==> config.mk <==
export PLATFORM = sky130hd
export DESIGN_NAME = drop_controller
export DESIGN_NICKNAME = d
export VERILOG_FILES = /design/src/rtl/drop_controller.sv
export SDC_FILE = /design/constraint.sdc
export NUM_CORES = 1
export LEC_CHECK = 0
export CORE_UTILIZATION = 53
export DETAILED_ROUTE_END_ITERATION = 8
export GPL_TIMING_DRIVEN = 0
export PLACE_DENSITY = 0.8
export SLEW_MARGIN = 20
export SYNTH_ARGS = -nofsm -noshare
export SYNTH_HDL_FRONTEND = slang
export SYNTH_SLANG_ARGS = --single-unit
==> constraint.sdc <==
create_clock -name clk -period 5.2 [get_ports clk]
set_input_delay 0.52 -clock clk [delete_from_list [all_inputs] [get_ports clk]]
set_output_delay 0.52 -clock clk [all_outputs]
set_load 0.01 [all_outputs]
==> src/rtl/drop_controller.sv <==
// Column-drop responder: validates a confirmed column, drops the mover's piece to the lowest free cell, toggles the turn.
// Commit two cycles after the request (plus FALL time when DROP_ANIM_EN is defined); requests arriving while busy are dropped.
module drop_controller #(
    parameter int COLS       = 7,
    parameter int ROWS       = 6,
    parameter int ANIM_TICKS = 25_000_000
) (
    input  logic                 clk,
    input  logic                 reset,
    input  logic [2:0]           coulumnSelect,
    input  logic                 confirmMove,
    input  logic                 newGame,
    output logic                 busy,
    output logic                 moveDone,
    output logic                 moveReject,
    output logic                 currentPlayer,
    output logic [ROWS*COLS-1:0] boardP1,
    output logic [ROWS*COLS-1:0] boardP2,
    output logic [2:0]           lastRow,
    output logic [2:0]           lastCol,
    output logic                 fallValid,
    output logic [2:0]           fallRow,
    output logic                 boardFull
);

    localparam logic [3:0] COLS_L  = 4'(COLS);
    localparam logic [2:0] ROWS_L  = 3'(ROWS);
    localparam logic [5:0] CELLS_L = 6'(ROWS * COLS);

    typedef enum logic [1:0] {IDLE, CHECK, FALL, COMMIT} stateType;

    stateType    state, stateNext;
    logic [2:0]  colReg;
    logic [2:0]  target;
    logic [2:0]  height [8];
    logic [5:0]  pieceCount;
    logic [5:0]  cellIdx;
    logic        legal;

`ifdef DROP_ANIM_EN
    localparam int TW = (ANIM_TICKS > 1) ? $clog2(ANIM_TICKS) : 1;
    logic [TW-1:0] tickCount;
    logic          tickDone;
    assign tickDone = (tickCount == TW'(ANIM_TICKS - 1));
`else
    assign fallValid = 1'b0;
    assign fallRow   = 3'd0;
`endif

    assign cellIdx = 6'(target) * 6'(COLS) + 6'(colReg);

    always_comb begin
        legal     = ({1'b0, colReg} < COLS_L) && (height[colReg] != ROWS_L);
        stateNext = state;
        case (state)
            IDLE:    if (confirmMove) stateNext = CHECK;
            CHECK: begin
                if (!legal)
                    stateNext = IDLE;
                else
`ifdef DROP_ANIM_EN
                    stateNext = FALL;
`else
                    stateNext = COMMIT;
`endif
            end
`ifdef DROP_ANIM_EN
            FALL:    if (tickDone && fallRow == target) stateNext = COMMIT;
`endif
            COMMIT:  stateNext = IDLE;
            default: stateNext = IDLE;
        endcase
        if (newGame) stateNext = IDLE;
    end

    always_ff @(posedge clk or posedge reset) begin
        if (reset) begin
            state         <= IDLE;
            colReg        <= '0;
            target        <= '0;
            pieceCount    <= '0;
            busy          <= 1'b0;
            moveDone      <= 1'b0;
            moveReject    <= 1'b0;
            currentPlayer <= 1'b0;
            boardP1       <= '0;
            boardP2       <= '0;
            lastRow       <= '0;
            lastCol       <= '0;
            boardFull     <= 1'b0;
            for (int i = 0; i < 8; i++) height[i] <= '0;
`ifdef DROP_ANIM_EN
            fallValid     <= 1'b0;
            fallRow       <= '0;
            tickCount     <= '0;
`endif
        end else begin
            state      <= stateNext;
            moveDone   <= 1'b0;
            moveReject <= 1'b0;
            if (newGame) begin
                // New game wins over any in-flight move; the move is abandoned silently.
                busy          <= 1'b0;
                currentPlayer <= 1'b0;
                boardP1       <= '0;
                boardP2       <= '0;
                pieceCount    <= '0;
                boardFull     <= 1'b0;
                for (int i = 0; i < 8; i++) height[i] <= '0;
`ifdef DROP_ANIM_EN
                fallValid     <= 1'b0;
`endif
            end else begin
                case (state)
                    IDLE: begin
                        if (confirmMove) begin
                            colReg <= coulumnSelect;
                            busy   <= 1'b1;
                        end
                    end
                    CHECK: begin
                        if (!legal) begin
                            moveReject <= 1'b1;
                            busy       <= 1'b0;
                        end else begin
                            target <= height[colReg];
`ifdef DROP_ANIM_EN
                            fallValid <= 1'b1;
                            fallRow   <= ROWS_L - 3'd1;
                            tickCount <= '0;
`endif
                        end
                    end
`ifdef DROP_ANIM_EN
                    FALL: begin
                        if (tickDone) begin
                            tickCount <= '0;
                            if (fallRow != target) fallRow <= fallRow - 3'd1;
                        end else begin
                            tickCount <= tickCount + 1'b1;
                        end
                    end
`endif
                    COMMIT: begin
                        if (currentPlayer) boardP2[cellIdx] <= 1'b1;
                        else               boardP1[cellIdx] <= 1'b1;
                        height[colReg] <= height[colReg] + 3'd1;
                        pieceCount     <= pieceCount + 6'd1;
                        lastRow        <= target;
                        lastCol        <= colReg;
                        currentPlayer  <= ~currentPlayer;
                        moveDone       <= 1'b1;
                        busy           <= 1'b0;
                        if (pieceCount + 6'd1 == CELLS_L) boardFull <= 1'b1;
`ifdef DROP_ANIM_EN
                        fallValid      <= 1'b0;
`endif
                    end
                    default: ;
                endcase
            end
        end
    end

endmodule
* Word level (Yosys, flattened, before mapping)
Cells that the tools add are included.
Operators by class: eq/ne operators 7, multiply operators 1, magnitude comparators 5, reduce and logical (&&, ||, !) cells 15, bitwise gates (word level) 5, $add $sub $neg 3, multiplexer cells 36
Operators with widths (number):
- 2-to-1 mux 42 bit | 6
- OR 42 bit | 2
- 2-to-1 mux 24 bit | 2
- bitwise mux 24 bit | 1
- 2-to-1 mux 1 bit | 14
- 2-to-1 mux 6 bit | 2
- binary-select mux 3 bit (select 3 bit) | 1
- demux 3 bit (select 3 bit) | 1
- 2-to-1 mux 3 bit | 3
- inequality test 3 bit, second input constant | 3
- AND reduction 3 bit | 3
- AND reduction 2 bit | 4
- less-than comparator 6 x 7 -> 1 bit, second input constant | 1
- adder 6 x 1 -> 6 bit, second input constant | 1
- adder 6 x 3 -> 6 bit | 1
- demux 1 bit (select 6 bit) | 1
- equality test 6 bit, second input constant | 1
- greater-or-equal comparator 6 x 1 -> 1 bit, second input constant | 1
- multiplier 3 x 3 -> 6 bit, second input constant | 1
- 2-to-1 mux 2 bit | 3
- nonzero test 2 bit | 3
- greater-or-equal comparator 4 bit, second input constant | 1
- less-than comparator 4 x 1 -> 1 bit, second input constant | 1
- NOT 3 -> 4 bit | 1
- other kinds (11) | 14
Storage, ports and cells: output and inout bits 99, bits in registers 133, logic and storage cells 93, input port bits 7

* Depth between registers and ports, before layout
Gate-level depths: netlist of the first run.
depth in word-level cells 10, depth in mapped cells 11, gate-level depth less buffers 9

* Worst setup path after synthesis of the first run
Ideal clock, no wire load.
path type reg-to-reg, from register target[1], to register boardP2[33], library setup time 110 ps, buffers on the path 2, data arrival time 3049 ps, clock period less this slack 3159 ps, slack 2041 ps, required time 5090 ps, cell stages (with the launch flop) 10, path through dfrtp_1 fa_1 fa_1 fa_1 o21a_1 o21a_1 or2_1 buf_6 buf_6 o41ai_1
Between the ends: word-level cells in the longest chain between the ends 10, elaborated cells between the ends (all ways) 11, those cells by class 1 x add/sub; 1 x mul; 2 x order compare; 5 x mux; 1 x bitwise; 1 x reduce/logical
Ends and longest elaborated chain:
- start, declared | line 34 | logic [2:0] target;
- start signal, assigned | line 126 | target <= height[colReg];
- multiplier 3 x 3 -> 6 bit (*) | line 50 | assign cellIdx = 6'(target) * 6'(COLS) + 6'(colReg);
- adder 6 x 3 -> 6 bit (*) | line 50
- less-than comparator 6 x 7 -> 1 bit (implied by the code) or greater-or-equal comparator 6 x 1 -> 1 bit (tied branches) | line 145 | if (currentPlayer) boardP2[cellIdx] <= 1'b1;
- logical AND 1 bit (implied by the code) | line 145
- 2-to-1 mux 1 bit (implied by the code) | line 145
- demux 1 bit (select 6 bit) (*) | line 145
- OR 42 bit (no source line) (*)
- 2-to-1 mux 42 bit (*) | line 145
- 2-to-1 mux 42 bit (*) | line 114 | case (state)
- 2-to-1 mux 42 bit (*) | line 101 | if (newGame) begin
- end signal, assigned | line 87 | boardP2 <= '0;
- end signal, assigned | line 106 | boardP2 <= '0;
- end signal, assigned by index | line 145
- end, declared | line 18 | output logic [ROWS*COLS-1:0] boardP2,
Every way passes the cells marked *; elsewhere a longest branch is shown, timed or not. The select of a mux whose other input is x is not followed. A chain may end at the register's enable or synchronous reset.

* Final worst setup path of the first run
from register target[1], to register boardP2[40]
Same word-level chain as after synthesis.

==> impl_metrics.tcl, run 1 <==
set metrics [dict create \
    post-cts-setup-buffers 0 \
    die_w_um 110 \
    clock_latency_ps 430 \
    maxCapViolCount 0 \
    fmax_ghz 0.277 \
    post_synth_fa_ha_maj_area_fraction 0.0411 \
    ys_dominant_reg_cell "dfrtp_1" \
    setup_viol 0 \
    antenna_found_initial 0 \
    finalHoldWorstSlack_ps 486 \
    p_leak_nw 3.36 \
    start_util 0.544 \
    coreArea_um2 11400 \
    cts_num_sinks 133 \
    synthMuxAreaShare 0.0343 \
    cts_hold_buf 0 \
    dp_hpwl_mm 10.9 \
    gp_congestion 0.863 \
    clockRootBuffer "clkbuf_16" \
    htreeDepth 4 \
    synth-warning-count 0 \
    fillCellCount 794 \
    status "complete, no violations" \
    drive_above_1_share 0.0927 \
    die_h_um 110 \
    drt_wl_total_mm 16.2 \
    yosysSeqAreaShare 0.536 \
    path_class "reg2reg" \
    final_hold_viol_count 0 \
    area_growth_pct 30.7 \
    cts_tree "yes" \
    grt_first_pass_wirelength_mm 25.6 \
    syn_inst 575 \
    fin_crit_ps 3610 \
    grt_max_degree 72 \
    vias 5160 \
    critPathLaunchType "register" \
    die_area_um2 12200 \
    path_max_fanout 10 \
    final_nets 724 \
    synth_edf_count 0 \
    clockBufferDepth 2 \
    routed_via_density 6.04 \
    slew_headroom 0.468 \
    synth.avg_cell_area_um2 10.8 \
    final_cell_mix "dfrtp_1 (133), clkdlybuf4s50_1 (101), inv_1 (76)" \
    hp-class "reg2reg" \
    ant_nets 0 \
    synthXorXnorAreaFrac 0.0141 \
    max_slew.worst_pin.slew_ps 792 \
    finalCritPeriodShare 0.695 \
    first_pass_iters 5 \
    pin_count 106 \
    required_ps 5480 \
    cts-buffers-inserted 17 \
    clk_pin_slew_ps 60 \
    stdcell_area_um2 8110 \
    n_antenna_cell 0 \
    grt_usage 0.288 \
    cp.arrival_ps 3890 \
    overflow 0 \
    synth_top_area_share 0.536 \
    placed_area_um2 7440 \
    drt_iter0_drc 532 \
    final_common_cell "dfrtp_1" \
    final.setup.worst_slack_ps 1590 \
    synth_compound_area_frac 0.165 \
    synth-seq-cells 133 \
    drt-wirelength-per-cell_um 19.0 \
    finalSetupTns_ps 0 \
    grt_pass1_vias 4939 \
    synth.area.top_cells "dfrtp_1 (54%), o32ai_1 (6.9%), inv_1 (4.7%), ha_1 (2.8%), nor2_1 (2.6%)" \
    netlist_area_um2 6210 \
    cts_resized 0 \
    synth.distinct_cells 60 \
    ir_drop_v 0.000364 \
    synthArstFlopShare 1.00 \
    fp-row-count 39 \
    fin_skew_ps 9.43 \
    rsz0062_at_grt "false" \
    endpoint_kind "register" \
    drc 0 \
    power.density_nw_per_um2 503 \
    drv_slew 0 \
    place_ws_ps 1600 \
    synthSimpleGateAreaFrac 0.124 \
    yosys.area.top_type "dfrtp_1" \
    port_buffers 101 \
    synth_top_family_by_area "compound AO/OA/AOI/OAI gates" \
]
flip-flops by register name (all words and copies together), names as in the netlist:
| register | count |
|---|---|
| busy | 1 |
| state | 2 |
| moveDone | 1 |
| boardP1 | 42 |
| boardFull | 1 |
| currentPlayer | 1 |
| lastRow | 3 |
| colReg | 3 |
| lastCol | 3 |
| target | 3 |
| moveReject | 1 |
| boardP2 | 42 |
| pieceCount | 6 |
| height | 24 |
cell type report:
cell class	count	area [µm²]	area share
Buffer	50	243	0.0299
Clock buffer	19	443	0.0546
Multi-Input combinational cell	318	2360	0.291
Inverter	77	294	0.0362
Clock inverter	13	228	0.0281
Sequential cell	133	3330	0.410
Timing Repair Buffer	102	1040	0.128
Tap cell	143	179	0.0221
per-layer routing:
metal | global-route usage | share of wire | vias to the layer above
li1 | - | - | 2308
met1 | 0.391 | 0.43 | 2570
met2 | 0.448 | 0.48 | 245
met3 | 0.0594 | 0.069 | 37
met4 | 0.128 | 0.025 | 0
met5 | 0 | 0 | -
critical path, stage by stage, from the launching register on:
cell and delay, ps:
dfrtp_1 510, fa_1 490, fa_1 530, ha_1 330
a21oi_1 190, o21ai_1 160, o21ai_1 580, clkbuf_1 500
o22ai_1 170
synthesized netlist by cell type (2+ instances only):
| cell | number |
|---|---|
| mux2_2 | 9 |
| nor3_1 | 4 |
| clkbuf_1 | 33 |
| buf_6 | 3 |
| inv_1 | 77 |
| ha_1 | 14 |
| buf_1 | 2 |
| nand2b_1 | 17 |
| and2_1 | 4 |
| nor4bb_1 | 2 |
| o2111ai_1 | 2 |
| o211ai_1 | 2 |
| nand2_1 | 13 |
| a211oi_1 | 15 |
| dfrtp_1 | 133 |
| o21ai_1 | 4 |
| o21ai_0 | 3 |
| nor4_1 | 11 |
| nor2b_1 | 3 |
| buf_4 | 7 |
| nand3b_1 | 7 |
| buf_2 | 5 |
| fa_1 | 4 |
| o32ai_1 | 49 |
| o41ai_1 | 16 |
| nor2_1 | 43 |
| o21a_1 | 3 |
| o22ai_1 | 20 |
| xor2_1 | 4 |
| xnor2_1 | 6 |
| or3_1 | 3 |
| mux2i_1 | 4 |
| nand3_1 | 8 |
| a21oi_1 | 4 |
| and3_1 | 10 |
| or2_2 | 2 |
| nor3b_1 | 5 |
| mux4_2 | 2 |
path summary, 6_finish.rpt:
| check | from | to | slack [ps] | cells after the start |
|---|---|---|---|---|
| hold / removal | boardP1[34] | boardP1[34] | 490 | 2 |
| hold reg to reg | boardP1[34] | boardP1[34] | 490 | 2 |
| setup reg to reg | target[1] | boardP2[40] | 1590 | 8 |
| min in group asynchronous | reset | lastRow[0] | 580 | 2 |
| setup / recovery | target[1] | boardP2[40] | 1590 | 8 |
| max in group asynchronous | reset | boardP1[22] | 3900 | 3 |
stage by stage:
step	total power, mW	util	std cells
finish	4.08	0.711	855
global route	4.28	0.711	855
CTS	4.06	0.711	855
detailed placement	2.69	0.652	823
global placement	2.65	0.649	822
floorplan	2.23	-	578
power breakdown:
group          total, mW  switching (mW)  internal (mW)
logic               1.58            1.15          0.436
registers           1.14          0.0542           1.09
clock network       1.36           0.449          0.910
total               4.08            1.65           2.43
kinds of logic (layout without fill, tap and decap cells):
family / after synthesis / count (layout)
and+or+nand+nor: 140 / 140
DFF: 133 / 133
AOI/OAI and AO/OA: 129 / 129
buffers and inverters: 127 / 261
adders and majority gates: 18 / 18
muxes: 17 / 17
xor gates and xnor gates: 10 / 10
other: 1 / 4
No activity file was read; power rests on OpenSTA's default activity.
==> inputs of run 2 (changes only) <==
==> constraint.sdc (replaced) <==
create_clock -name clk -period 3.5 [get_ports clk]
set_input_delay 0.35 -clock clk [delete_from_list [all_inputs] [get_ports clk]]
set_output_delay 0.35 -clock clk [all_outputs]
set_load 0.01 [all_outputs]
==> run 2 against run 1 <==
Critical path depth decreased by 2. Flip-flop and latch count stayed put. Clock power up 32%. Fmax increased by 6.0%. Count of clock-buffer cells in the layout decreased by 2. Hold slack worse by 91 ps. Utilization is 0.38 points higher. Combinational power grew 63%. Register-to-register slack lost 1500 ps. Sequential power increased by 49%. Critical path type unchanged. Critical endpoint is now boardP2[39]. Largest power group unchanged.
==> impl_metrics.tcl, run 2 (synthesis gave the netlist of run 1 again) <==
set metrics [dict create \
    cts-buffers-inserted 17 \
    largest_registers "boardP1 x42, boardP2 x42, height x24" \
    clock_latency_ps 430 \
    dp_hpwl_mm 11.1 \
    max_slew.worst_pin.slew_ps 756 \
    fillCellCount 800 \
    cp.arrival_ps 3720 \
    fin_crit_ps 3410 \
    finalNonFillerCells 864 \
    drc 0 \
    grt_pass1_vias 4909 \
    port_buffers 101 \
    die_w_um 110 \
    path_class "reg2reg" \
    maxCapViolCount 0 \
    cts_tree "yes" \
    final_cell_mix "dfrtp_1 (131), clkdlybuf4s50_1 (101), inv_1 (76)" \
    grt_max_degree 37 \
    final_common_cell "dfrtp_1" \
    n_antenna_cell 0 \
    vias 5176 \
    placed_cells 825 \
    path_max_fanout 10 \
    antenna_found_initial 0 \
    finalCritPeriodShare 0.974 \
    final_nets 733 \
    grt_usage 0.287 \
    slew_headroom 0.495 \
    power.density_nw_per_um2 745 \
    drt_wl_total_mm 16.7 \
    fp-row-count 39 \
    regToRegSetupSlack_ps 90 \
    fin_skew_ps 7.52 \
    pin_count 106 \
    routed_via_density 5.99 \
    first_pass_iters 5 \
    drv_slew 0 \
    critPathLaunchType "register" \
    hp-class "in2async" \
    cts_num_sinks 133 \
    final_hold_viol_count 0 \
    clk_pin_slew_ps 60 \
    grt_first_pass_wirelength_mm 25.6 \
    die_h_um 110 \
    required_ps 3810 \
    clockBufferDepth 2 \
    status "complete, no violations" \
    die_area_um2 12200 \
    ant_nets 0 \
    gp_congestion 0.867 \
    coreArea_um2 11400 \
    endpoint_kind "register" \
    htreeDepth 4 \
    final.setup.worst_slack_ps 90.3 \
    seq_area_um2 3330 \
    area_growth_pct 31.4 \
    setup_viol 0 \
    fmax_ghz 0.293 \
    clockRootBuffer "clkbuf_16" \
    drive_above_1_share 0.122 \
    finalPower_mw 6.08 \
    start_util 0.544 \
    drt_iter0_drc 456 \
    p_leak_nw 3.39 \
    ir_drop_v 0.000559 \
    place_ws_ps -112 \
    drt-wirelength-per-cell_um 19.3 \
    overflow 0 \
    multiInputGateArea_um2 2390 \
]
run 2: where the power goes:
group | internal, mW | total [mW] | switching [mW] | leakage, nW
Combinational | 0.765 | 2.58 | 1.81 | 1.27
Sequential | 1.62 | 1.70 | 0.0851 | 1.84
Clock | 1.07 | 1.80 | 0.730 | 0.288
run 2: worst max-delay path: stages (launching register included):
cell,delay (ps)
dfrtp_1,450
fa_1,580
fa_1,470
fa_1,560
clkbuf_1,230
nand3_1,510
o41ai_1,480
run 2: area by class of cell:
type	instances	area share
Sequential cell	133	0.408
Inverter	77	0.0359
Buffer	50	0.0305
Clock inverter	15	0.0209
Tap cell	143	0.0219
Multi-Input combinational cell	318	0.293
Clock buffer	17	0.0521
Timing Repair Buffer	111	0.138
run 2: through the flow:
| step | TNS, ps | area [µm²] | hold slack (ps) | utilization |
|---|---|---|---|---|
| detailed placement | -824 | 7470 | 471 | 0.655 |
| finish | 0 | 8160 | 395 | 0.714 |
| global placement | -16.9 | 7410 | 465 | 0.649 |
| global route | -22.1 | 8160 | 462 | 0.714 |
| floorplan | 0 | 6220 | 467 | - |
| CTS | 0 | 8080 | 416 | 0.708 |
run 2: layer usage:
metal | track usage | wire, µm
met5 | 0 | 0
met4 | 0.124 | 470
met3 | 0.0623 | 1260
met2 | 0.444 | 7900
met1 | 0.392 | 7060
run 2: what timing repair did:
action / CTS / global route
hold buffers: 0 / 0
gates resized for setup: 5 / 9
gates cloned: 0 / 0
endpoints found under the hold margin: 0 / 0
endpoints found under the setup margin: 32 / 62
pin swaps: 0 / 2
buffers inserted: 0 / 7
run 2: final timing paths:
| kind | startpoint | to | depth (start not counted) |
|---|---|---|---|
| max | target[0] | boardP2[39] | 6 |
| min | reset | boardP2[41] | 2 |
| max reg2reg | target[0] | boardP2[39] | 6 |
| min reg2reg | boardP1[34] | boardP1[34] | 2 |
| max in group asynchronous | reset | boardP2[18] | 4 |
| min in group clk | boardP1[34] | boardP1[34] | 2 |
